<file path="src/rtl/mac_pkg.sv">
// Shared FP16 constants and the packed result type for the MAC result packing stage.
package mac_pkg;

  localparam int FP16_BIAS = 15;
  localparam int EXP_MAX   = 31;

  localparam logic [14:0] FP16_INF    = 15'h7C00;
  localparam logic [14:0] FP16_MAXFIN = 15'h7BFF;

  typedef struct packed {
    logic       sign;
    logic [4:0] exp;
    logic [9:0] frac;
  } fp16_t;

endpackage

</file>
<file path="src/rtl/mac_sat_counter.sv">
// Event counter that sticks at all-ones instead of wrapping.
module mac_sat_counter #(
  parameter int CNT_W = 8
) (
  input  logic             i_clk,
  input  logic             i_rst_n,
  input  logic             i_inc,
  output logic [CNT_W-1:0] o_cnt
);

  logic [CNT_W-1:0] r_cnt;

  always_ff @(posedge i_clk or negedge i_rst_n) begin
    if (!i_rst_n) begin
      r_cnt <= '0;
    end else if (i_inc && (r_cnt != '1)) begin
      r_cnt <= r_cnt + 1'b1;
    end
  end

  assign o_cnt = r_cnt;

endmodule

</file>
<file path="src/rtl/mac_result_pack.sv">
// Final FP16 pack stage: exponent adjust, overflow/underflow classification, 2-stage valid/ready pipe.
// Build option MAC_PACK_SATURATE_EN: overflow packs to max finite instead of infinity.
module mac_result_pack
  import mac_pkg::*;
#(
  parameter int EXP_W  = 5,
  parameter int MANT_W = 10,
  parameter int CNT_W  = 8
) (
  input  logic              i_clk,
  input  logic              i_rst_n,
  input  logic              i_valid,
  output logic              o_ready,
  input  logic [EXP_W-1:0]  i_max_exp,
  input  logic [MANT_W:0]   i_norm_mant,
  input  logic [4:0]        i_exp_diff,
  input  logic              i_exp_carry,
  input  logic              i_sign,
  output logic              o_valid,
  input  logic              i_ready,
  output logic [15:0]       o_result,
  output logic              o_overflow,
  output logic              o_underflow,
  output logic [CNT_W-1:0]  o_ovf_cnt,
  output logic [CNT_W-1:0]  o_udf_cnt
);

  localparam int E_W = EXP_W + 2;

  function automatic fp16_t pack_ovf(input logic sign);
`ifdef MAC_PACK_SATURATE_EN
    return {sign, FP16_MAXFIN};
`else
    return {sign, FP16_INF};
`endif
  endfunction

  logic                  w_s1_en, w_s2_en;
  logic signed [E_W-1:0] w_e_p0;

  logic                  r_vld_p1;
  logic signed [E_W-1:0] r_e_p1;
  logic                  r_zero_p1;
  logic [MANT_W-1:0]     r_mant_p1;
  logic                  r_sign_p1;

  fp16_t                 w_pack_p1;
  logic                  w_ovf_p1, w_udf_p1;

  logic                  r_vld_p2;
  logic [15:0]           r_result_p2;
  logic                  r_ovf_p2, r_udf_p2;

  // A stage may load when it is empty or its contents move on this cycle.
  assign w_s2_en = !r_vld_p2 || i_ready;
  assign w_s1_en = !r_vld_p1 || w_s2_en;
  assign o_ready = w_s1_en;

  assign w_e_p0 = $signed({{(E_W-EXP_W){1'b0}}, i_max_exp})
                + $signed({{(E_W-5){i_exp_diff[4]}}, i_exp_diff})
                + $signed({{(E_W-1){1'b0}}, i_exp_carry});

  // ---- stage p1: exponent adjust ----
  always_ff @(posedge i_clk or negedge i_rst_n) begin
    if (!i_rst_n) begin
      r_vld_p1 <= 1'b0;
    end else if (w_s1_en) begin
      r_vld_p1 <= i_valid;
    end
  end

  always_ff @(posedge i_clk) begin
    if (w_s1_en && i_valid) begin
      r_e_p1    <= w_e_p0;
      r_zero_p1 <= (i_norm_mant == '0);
      r_mant_p1 <= i_norm_mant[MANT_W-1:0];
      r_sign_p1 <= i_sign;
    end
  end

  always_comb begin
    w_pack_p1 = '0;
    w_ovf_p1  = 1'b0;
    w_udf_p1  = 1'b0;
    if (r_zero_p1) begin
      w_pack_p1 = {r_sign_p1, 15'h0000};
    end else if (r_e_p1 >= E_W'(EXP_MAX)) begin
      w_pack_p1 = pack_ovf(r_sign_p1);
      w_ovf_p1  = 1'b1;
    end else if (r_e_p1[E_W-1] || (r_e_p1 == '0)) begin
      w_pack_p1 = {r_sign_p1, 15'h0000};
      w_udf_p1  = 1'b1;
    end else begin
      w_pack_p1 = {r_sign_p1, r_e_p1[EXP_W-1:0], r_mant_p1};
    end
  end

  // ---- stage p2: classified, packed output ----
  always_ff @(posedge i_clk or negedge i_rst_n) begin
    if (!i_rst_n) begin
      r_vld_p2    <= 1'b0;
      r_result_p2 <= 16'h0000;
      r_ovf_p2    <= 1'b0;
      r_udf_p2    <= 1'b0;
    end else if (w_s2_en) begin
      r_vld_p2 <= r_vld_p1;
      if (r_vld_p1) begin
        r_result_p2 <= w_pack_p1;
        r_ovf_p2    <= w_ovf_p1;
        r_udf_p2    <= w_udf_p1;
      end
    end
  end

  assign o_valid     = r_vld_p2;
  assign o_result    = r_result_p2;
  assign o_overflow  = r_ovf_p2;
  assign o_underflow = r_udf_p2;

  mac_sat_counter #(.CNT_W(CNT_W)) u_ovf_cnt (
    .i_clk   (i_clk),
    .i_rst_n (i_rst_n),
    .i_inc   (r_vld_p2 && i_ready && r_ovf_p2),
    .o_cnt   (o_ovf_cnt)
  );

  mac_sat_counter #(.CNT_W(CNT_W)) u_udf_cnt (
    .i_clk   (i_clk),
    .i_rst_n (i_rst_n),
    .i_inc   (r_vld_p2 && i_ready && r_udf_p2),
    .o_cnt   (o_udf_cnt)
  );

endmodule

</file>
<file path="config.mk">
export PLATFORM = sky130hd
export DESIGN_NAME = mac_result_pack
export DESIGN_NICKNAME = d
export VERILOG_FILES = /design/src/rtl/mac_pkg.sv /design/src/rtl/mac_sat_counter.sv /design/src/rtl/mac_result_pack.sv
export SDC_FILE = /design/constraint.sdc
export NUM_CORES = 1
export LEC_CHECK = 0
export ABC_AREA = 1
export BUFFER_PORTS_ARGS = -buffer_cell sky130_fd_sc_hd__buf_2
export CAP_MARGIN = 20
export CORE_ASPECT_RATIO = 1.2
export CORE_MARGIN = 3
export CORE_UTILIZATION = 53
export CTS_CLUSTER_SIZE = 12
export DETAILED_ROUTE_END_ITERATION = 10
export GPL_TIMING_DRIVEN = 0
export PLACE_DENSITY = 0.87
export SLEW_MARGIN = 10
export SYNTH_ARGS = -nofsm -noshare
export SYNTH_HDL_FRONTEND = slang
export SYNTH_SLANG_ARGS = --single-unit
</file>
<file path="constraint.sdc">
create_clock -name i_clk -period 1.7 [get_ports i_clk]
set_input_delay 0 -clock i_clk [delete_from_list [all_inputs] [get_ports i_clk]]
set_output_delay 0 -clock i_clk [all_outputs]
set_load 0.05 [all_outputs]
</file>
==> impl_metrics.ini, run 1 <==
[status]
status = complete, no violations

[grt]
grt_max_degree = 37
track_usage_pct = 17.6
gr-total-overflow = 0
antenna_found_initial = 0
use_met3_pct = 3.35
grt_pass1_wl_mm = 8.53
met1_usage_pct = 19.4
grt_pass1_vias = 2107
grt_util_met2_pct = 31.4
grt-busiest-layer = met2

[timing]
finalHoldViolCount = 0
tns_ns = 0
finalMaxSlewViolations = 0
fin_crit_sh_pct = 87.3
slew_headroom_pct = 47.3
tightest_slew_ns = 0.790
fin_skew_ns = 0.0145
min_period_ns = 1.48
max_freq_mhz = 674
holdWs_ns = 0.0301
rsz0062_at_grt = no
finalSetupViolations = 0

[synthesis]
syn_nets = 346
synth_seq_cells = 55
yosysUniqueCellTypes = 27
netlist_area_mm2 = 0.00272
yosysSeqAreaShare_pct = 54.1
netlist_instances = 310
avgSynthCellArea_um2 = 8.77
yosysWarnings = 0

[cts]
clk_pin_slew_ns = 0.10
ctsResizeCount = 0
clk_latency_ns = 0.31
cts_root_buf = clkbuf_8
cts_sinks = 55
cts.path.max_buffers = 2
numCtsBuffers = 5
h-tree-depth = 2
post_cts_buffers = 0
cts_hold_buf = 13
tritoncts = built

[worst_setup_path]
rrSetupSlack_ns = 0.22
worst_ep_required_time_ns = 1.64
r2r_start = r_vld_p1$_DFFE_PN0N_
setup.worst_path.end_class = flop
critPathArrivalTime_ns = 1.42
critPathMaxFanout = 19
cp-startpoint = r_vld_p1$_DFFE_PN0N_
crit_type = reg2reg
start_kind = flop

[final_layout]
multi_input_area_mm2 = 0.00107
syn_to_final_growth_pct = 22.8
insertedDiodeCount = 0
fillers = 374
regArea_mm2 = 0.00147
drive_gt1_share_pct = 21.9
layout.nets = 428
postLayoutCoreUtil_pct = 70.1

[routing]
dr_total_vias = 2243
drc = 0
viasPerCell = 4.97
first_iter_violations = 74
routed_wl_mm = 5.14
ant_nets = 0
first_pass_iters = 4
wl_per_cell_um = 11.4

[floorplanning]
dieArea_mm2 = 0.00603
die_y_um = 84.5
die_w_um = 71.4
num_rows = 27
start_util_pct = 57.1
pin_count = 63
core_mm2 = 0.00476

[placement]
gp_congestion = 0.840
port_buffers = 62
hpwl_mm = 3.87

[power_and_ir_drop]
p_seq_share_pct = 44.9
pwr-share-clk_pct = 19.7
p_leak_nw = 1.78
p_sw_mw = 1.60
vdd_ir_drop_max_mv = 0.534
internal_power_mw = 2.35
power_density_mw_per_mm2 = 1190
pwr-share-comb_pct = 35.4
switching_share_pct = 40.5

[hold_path]
min_path_type = in2reg
hold_start = i_norm_mant[10]

[run]
maxCapViolCount = 0
synth_stat cells:
| library cell | n | share of area, % |
|---|---|---|
| ha_1 | 7 | 3.2 |
| clkinv_1 | 1 | 0.14 |
| inv_1 | 43 | 5.9 |
| inv_4 | 2 | 0.46 |
| nor2_1 | 26 | 3.6 |
| nor2_2 | 2 | 0.46 |
| nand2_2 | 6 | 1.4 |
| fa_1 | 2 | 1.5 |
| o21bai_1 | 1 | 0.28 |
| nor3_1 | 3 | 0.55 |
| xnor2_1 | 6 | 1.9 |
| o21ai_0 | 4 | 0.74 |
| nand2_4 | 2 | 0.83 |
| nand2_1 | 100 | 14 |
| a21oi_1 | 1 | 0.18 |
| dfrtp_1 | 36 | 33 |
| xor2_1 | 5 | 1.6 |
| buf_2 | 1 | 0.18 |
| nand4_1 | 4 | 0.92 |
| nor2_4 | 2 | 0.83 |
| o21ai_1 | 1 | 0.18 |
| nor4_1 | 1 | 0.23 |
| nand3_1 | 30 | 5.5 |
| o22ai_1 | 1 | 0.23 |
| nand3b_1 | 3 | 0.83 |
| edfxtp_1 | 19 | 21 |
| nand3_2 | 1 | 0.37 |
power groups by stage:
stage                     clock network, mW  registers [mW]  logic, mW
after floorplan                           0            2.38      0.460
after global placement                    0            1.79       1.36
after detailed placement                  0            1.80       1.39
after CTS                             0.795            1.78       1.42
after global routing                  0.840            1.81       1.51
final                                 0.781            1.78       1.40
sequential cells by signal, indices dropped and copies added, names as in the netlist, 7 cells and up:
register         flops
o_result            16
r_mant_p1           10
u_ovf_cnt.o_cnt      8
u_udf_cnt.o_cnt      8
r_e_p1               7
final timing paths:
check	to	cells past startpoint
max	r_e_p1[2]$_DFFE_PP_	3
min	r_zero_p1$_DFFE_PP_	4
max reg2reg	r_e_p1[2]$_DFFE_PP_	3
min reg2reg	o_result[15]$_DFFE_PN0P_	2
max in group asynchronous	o_valid$_DFFE_PN0P_	2
min in group asynchronous	u_udf_cnt.o_cnt[3]$_DFFE_PN0P_	2
routing by layer:
metal	up-vias	wire [um]
met1	1036	2040
li1	1137	-
met4	0	102
met5	-	0
met3	9	278
met2	61	2720
kinds of logic after synthesis:
logic type	count (synthesis)	synth area share, %
simple gates	180	29.3
fa+ha+maj	9	4.69
buf+inv	47	6.72
xor+xnor	11	3.54
flops	55	54.1
compound gates	8	1.61
cell type report:
| type | count | area share (%) |
|---|---|---|
| Sequential cell | 55 | 44.1 |
| Multi-Input combinational cell | 208 | 32.0 |
| Timing Repair Buffer | 75 | 13.2 |
| Inverter | 46 | 5.32 |
| Clock buffer | 8 | 3.03 |
| Tap cell | 58 | 2.17 |
| Buffer | 1 | 0.150 |
per-stage QoR:
step           instances  total power, mW  setup slack [ns]  cell area (um^2)
3_5_place_dp         430             3.19            0.0872              3110
3_3_place_gp         430             3.15             0.117              3110
4_1_cts              451             3.99             0.194              3340
5_1_grt              451             4.16            0.0641              3340
2_1_floorplan        310             2.84           0.00154              2730
6_report             451             3.96             0.216              3340
critical path, cell delays in order, from the launching register on:
cell and delay, ns:
dfrtp_1 0.45, nand3_2 0.13, nand2_1 0.08, inv_1 0.47
placed cells by master (no fill, tap or decap), types with 2 or more instances in the layout:
cell | Yosys | final
buf_2 | 1 | 63
clkbuf_1 | 0 | 2
clkbuf_8 | 0 | 5
dfrtp_1 | 36 | 35
dlygate4sd3_1 | 0 | 13
edfxtp_1 | 19 | 19
fa_1 | 2 | 2
ha_1 | 7 | 7
inv_1 | 43 | 43
inv_4 | 2 | 2
nand2_1 | 100 | 100
nand2_2 | 6 | 6
nand2_4 | 2 | 2
nand3_1 | 30 | 29
nand3_2 | 1 | 2
nand3b_1 | 3 | 3
nand4_1 | 4 | 4
nor2_1 | 26 | 26
nor2_2 | 2 | 2
nor2_4 | 2 | 2
nor3_1 | 3 | 3
o21ai_0 | 4 | 4
xnor2_1 | 6 | 6
xor2_1 | 5 | 5
(Power assumes the default switching activity.)
==> run 2, diff against run 1 <==
Settings changed: CORE_UTILIZATION 53 to 39, PLACE_DENSITY 0.87 to 0.69.
==> run 2 against run 1 <==
Hold slack worse by 0.015 ns. Sequential cell count stayed put. Cell count is 6.0% higher. Highest routed layer unchanged. Largest power group unchanged. Design area is 1.2% higher. Setup slack worse by 0.074 ns. Power is 1.3% higher.
==> impl_metrics.ini, run 2 (same netlist as run 1, synthesis figures left out) <==
[placement]
gp_congestion = 0.765
dp_slack_ns = 0.0760
placed_area_mm2 = 0.00314
hpwl_mm = 3.94
placed_cells = 457
port_buffers = 62

[timing]
min_period_ns = 1.56
tightest_slew_ns = 0.809
finalHoldViolCount = 0
fin_crit_sh_pct = 91.7
fin_skew_ns = 0.00961
tns_ns = 0
slew_headroom_pct = 46.1
max_freq_mhz = 642
rsz0062_at_grt = no
finalMaxSlewViolations = 0
holdWs_ns = 0.0151
setup_ws_ns = 0.142
finalSetupViolations = 0

[cts]
clk_pin_slew_ns = 0.09
ctsResizeCount = 0
h-tree-depth = 2
cts_root_buf = clkbuf_8
numCtsBuffers = 5
cts_sinks = 55
clk_latency_ns = 0.30
cts.path.max_buffers = 2
tritoncts = built

[grt]
grt_max_degree = 37
track_usage_pct = 13.7
grt_pass1_wl_mm = 8.67
antenna_found_initial = 0
gr-total-overflow = 0
grt_pass1_vias = 2014

[final_layout]
layout.nets = 428
final_common_cell = nand2_1
regArea_mm2 = 0.00147
drive_gt1_share_pct = 21.9
instances_no_fill = 478
fillers = 650
mostFrequentLayoutCells = nand2_1 (100), buf_2 (63), inv_1 (43)
postLayoutCoreUtil_pct = 51.1
design_area_mm2 = 0.00338
insertedDiodeCount = 0
largest_reg_flops = 16
syn_to_final_growth_pct = 24.3
multi_input_area_mm2 = 0.00107

[worst_setup_path]
critPathMaxFanout = 19
critical-path-slowest-cell = inv_1
critPathArrivalTime_ns = 1.50
ff2ff_path_depth = 3
path_cells = nand3_2, nand2_1, inv_1
crit_type = reg2reg
start_kind = flop
worst_ep_required_time_ns = 1.64
slowest_delay_ns = 0.52
cp-startpoint = r_vld_p1$_DFFE_PN0N_
setup.worst_path.end_class = flop
r2r_start = r_vld_p1$_DFFE_PN0N_

[routing]
viasPerCell = 4.47
first_pass_iters = 4
ant_nets = 0
wl_per_cell_um = 10.7
drc = 0
dr_total_vias = 2135
first_iter_violations = 102
routed_wl_mm = 5.12

[power_and_ir_drop]
total_power_mw = 4.01
vdd_ir_drop_max_mv = 0.623
pwr-share-clk_pct = 21.0
internal_power_mw = 2.41
pwr-share-comb_pct = 34.8
p_seq_share_pct = 44.2
p_leak_nw = 1.78
p_sw_mw = 1.60
switching_share_pct = 39.8
power_density_mw_per_mm2 = 1190

[floorplanning]
dieArea_mm2 = 0.00801
core_mm2 = 0.00661
pin_count = 63
die_w_um = 82.2
start_util_pct = 41.2
num_rows = 32
die_y_um = 97.5

[run]
maxCapViolCount = 0

[status]
status = complete, no violations

[hold_path]
whs_path_depth = 4
hold_start = i_ready
min_path_type = in2reg
-- run 2: area by class of cell --
type                    count  area share, %
flip-flops and latches     55           43.6
repair buffers             75           13.0
inverters                  46           5.26
multi-input cells         208           31.7
clock buffers               7           2.26
plain buffers               1          0.148
well taps                  85           3.15
clock inverters             1          0.889
-- run 2: worst max-delay path, delay by kind of cell, from the launching register on --
family                 cells  cell delay (ns)
and+or+nand+nor            2             0.21
buffers and inverters      1             0.52
DFF                        1             0.45
-- run 2: power groups by stage --
stage               Combinational [mW]  Clock (mW)  Sequential, mW
floorplan                        0.460           0            2.38
global placement                  1.37           0            1.80
detailed placement                1.39           0            1.80
CTS                               1.41       0.868            1.77
global route                      1.52       0.932            1.80
finish                            1.40       0.841            1.77
-- run 2: worst paths after layout --
path / to / slack, ns
setup / recovery: r_mant_p1[6]$_DFFE_PP_ / 0.14
hold / removal: r_vld_p1$_DFFE_PN0N_ / 0.02
setup reg to reg: r_mant_p1[6]$_DFFE_PP_ / 0.14
hold reg to reg: o_result[15]$_DFFE_PN0P_ / 0.46
max in group asynchronous: o_valid$_DFFE_PN0P_ / 0.83
min in group asynchronous: o_result[14]$_DFFE_PN0P_ / 0.32
-- run 2: layer usage --
layer	vias up	GRT usage, %	share of wire, %
li1	1138	-	-
met3	6	3.15	5.6
met1	942	16.5	43
met5	-	0	0
met4	0	4.86	1.7
met2	49	23.1	50
-- run 2: what timing repair did --
item | in CTS | in global routing
hold buffers | 13 | 0
endpoints found under the hold margin | 48 | 0
setup buffers | 0 | 0
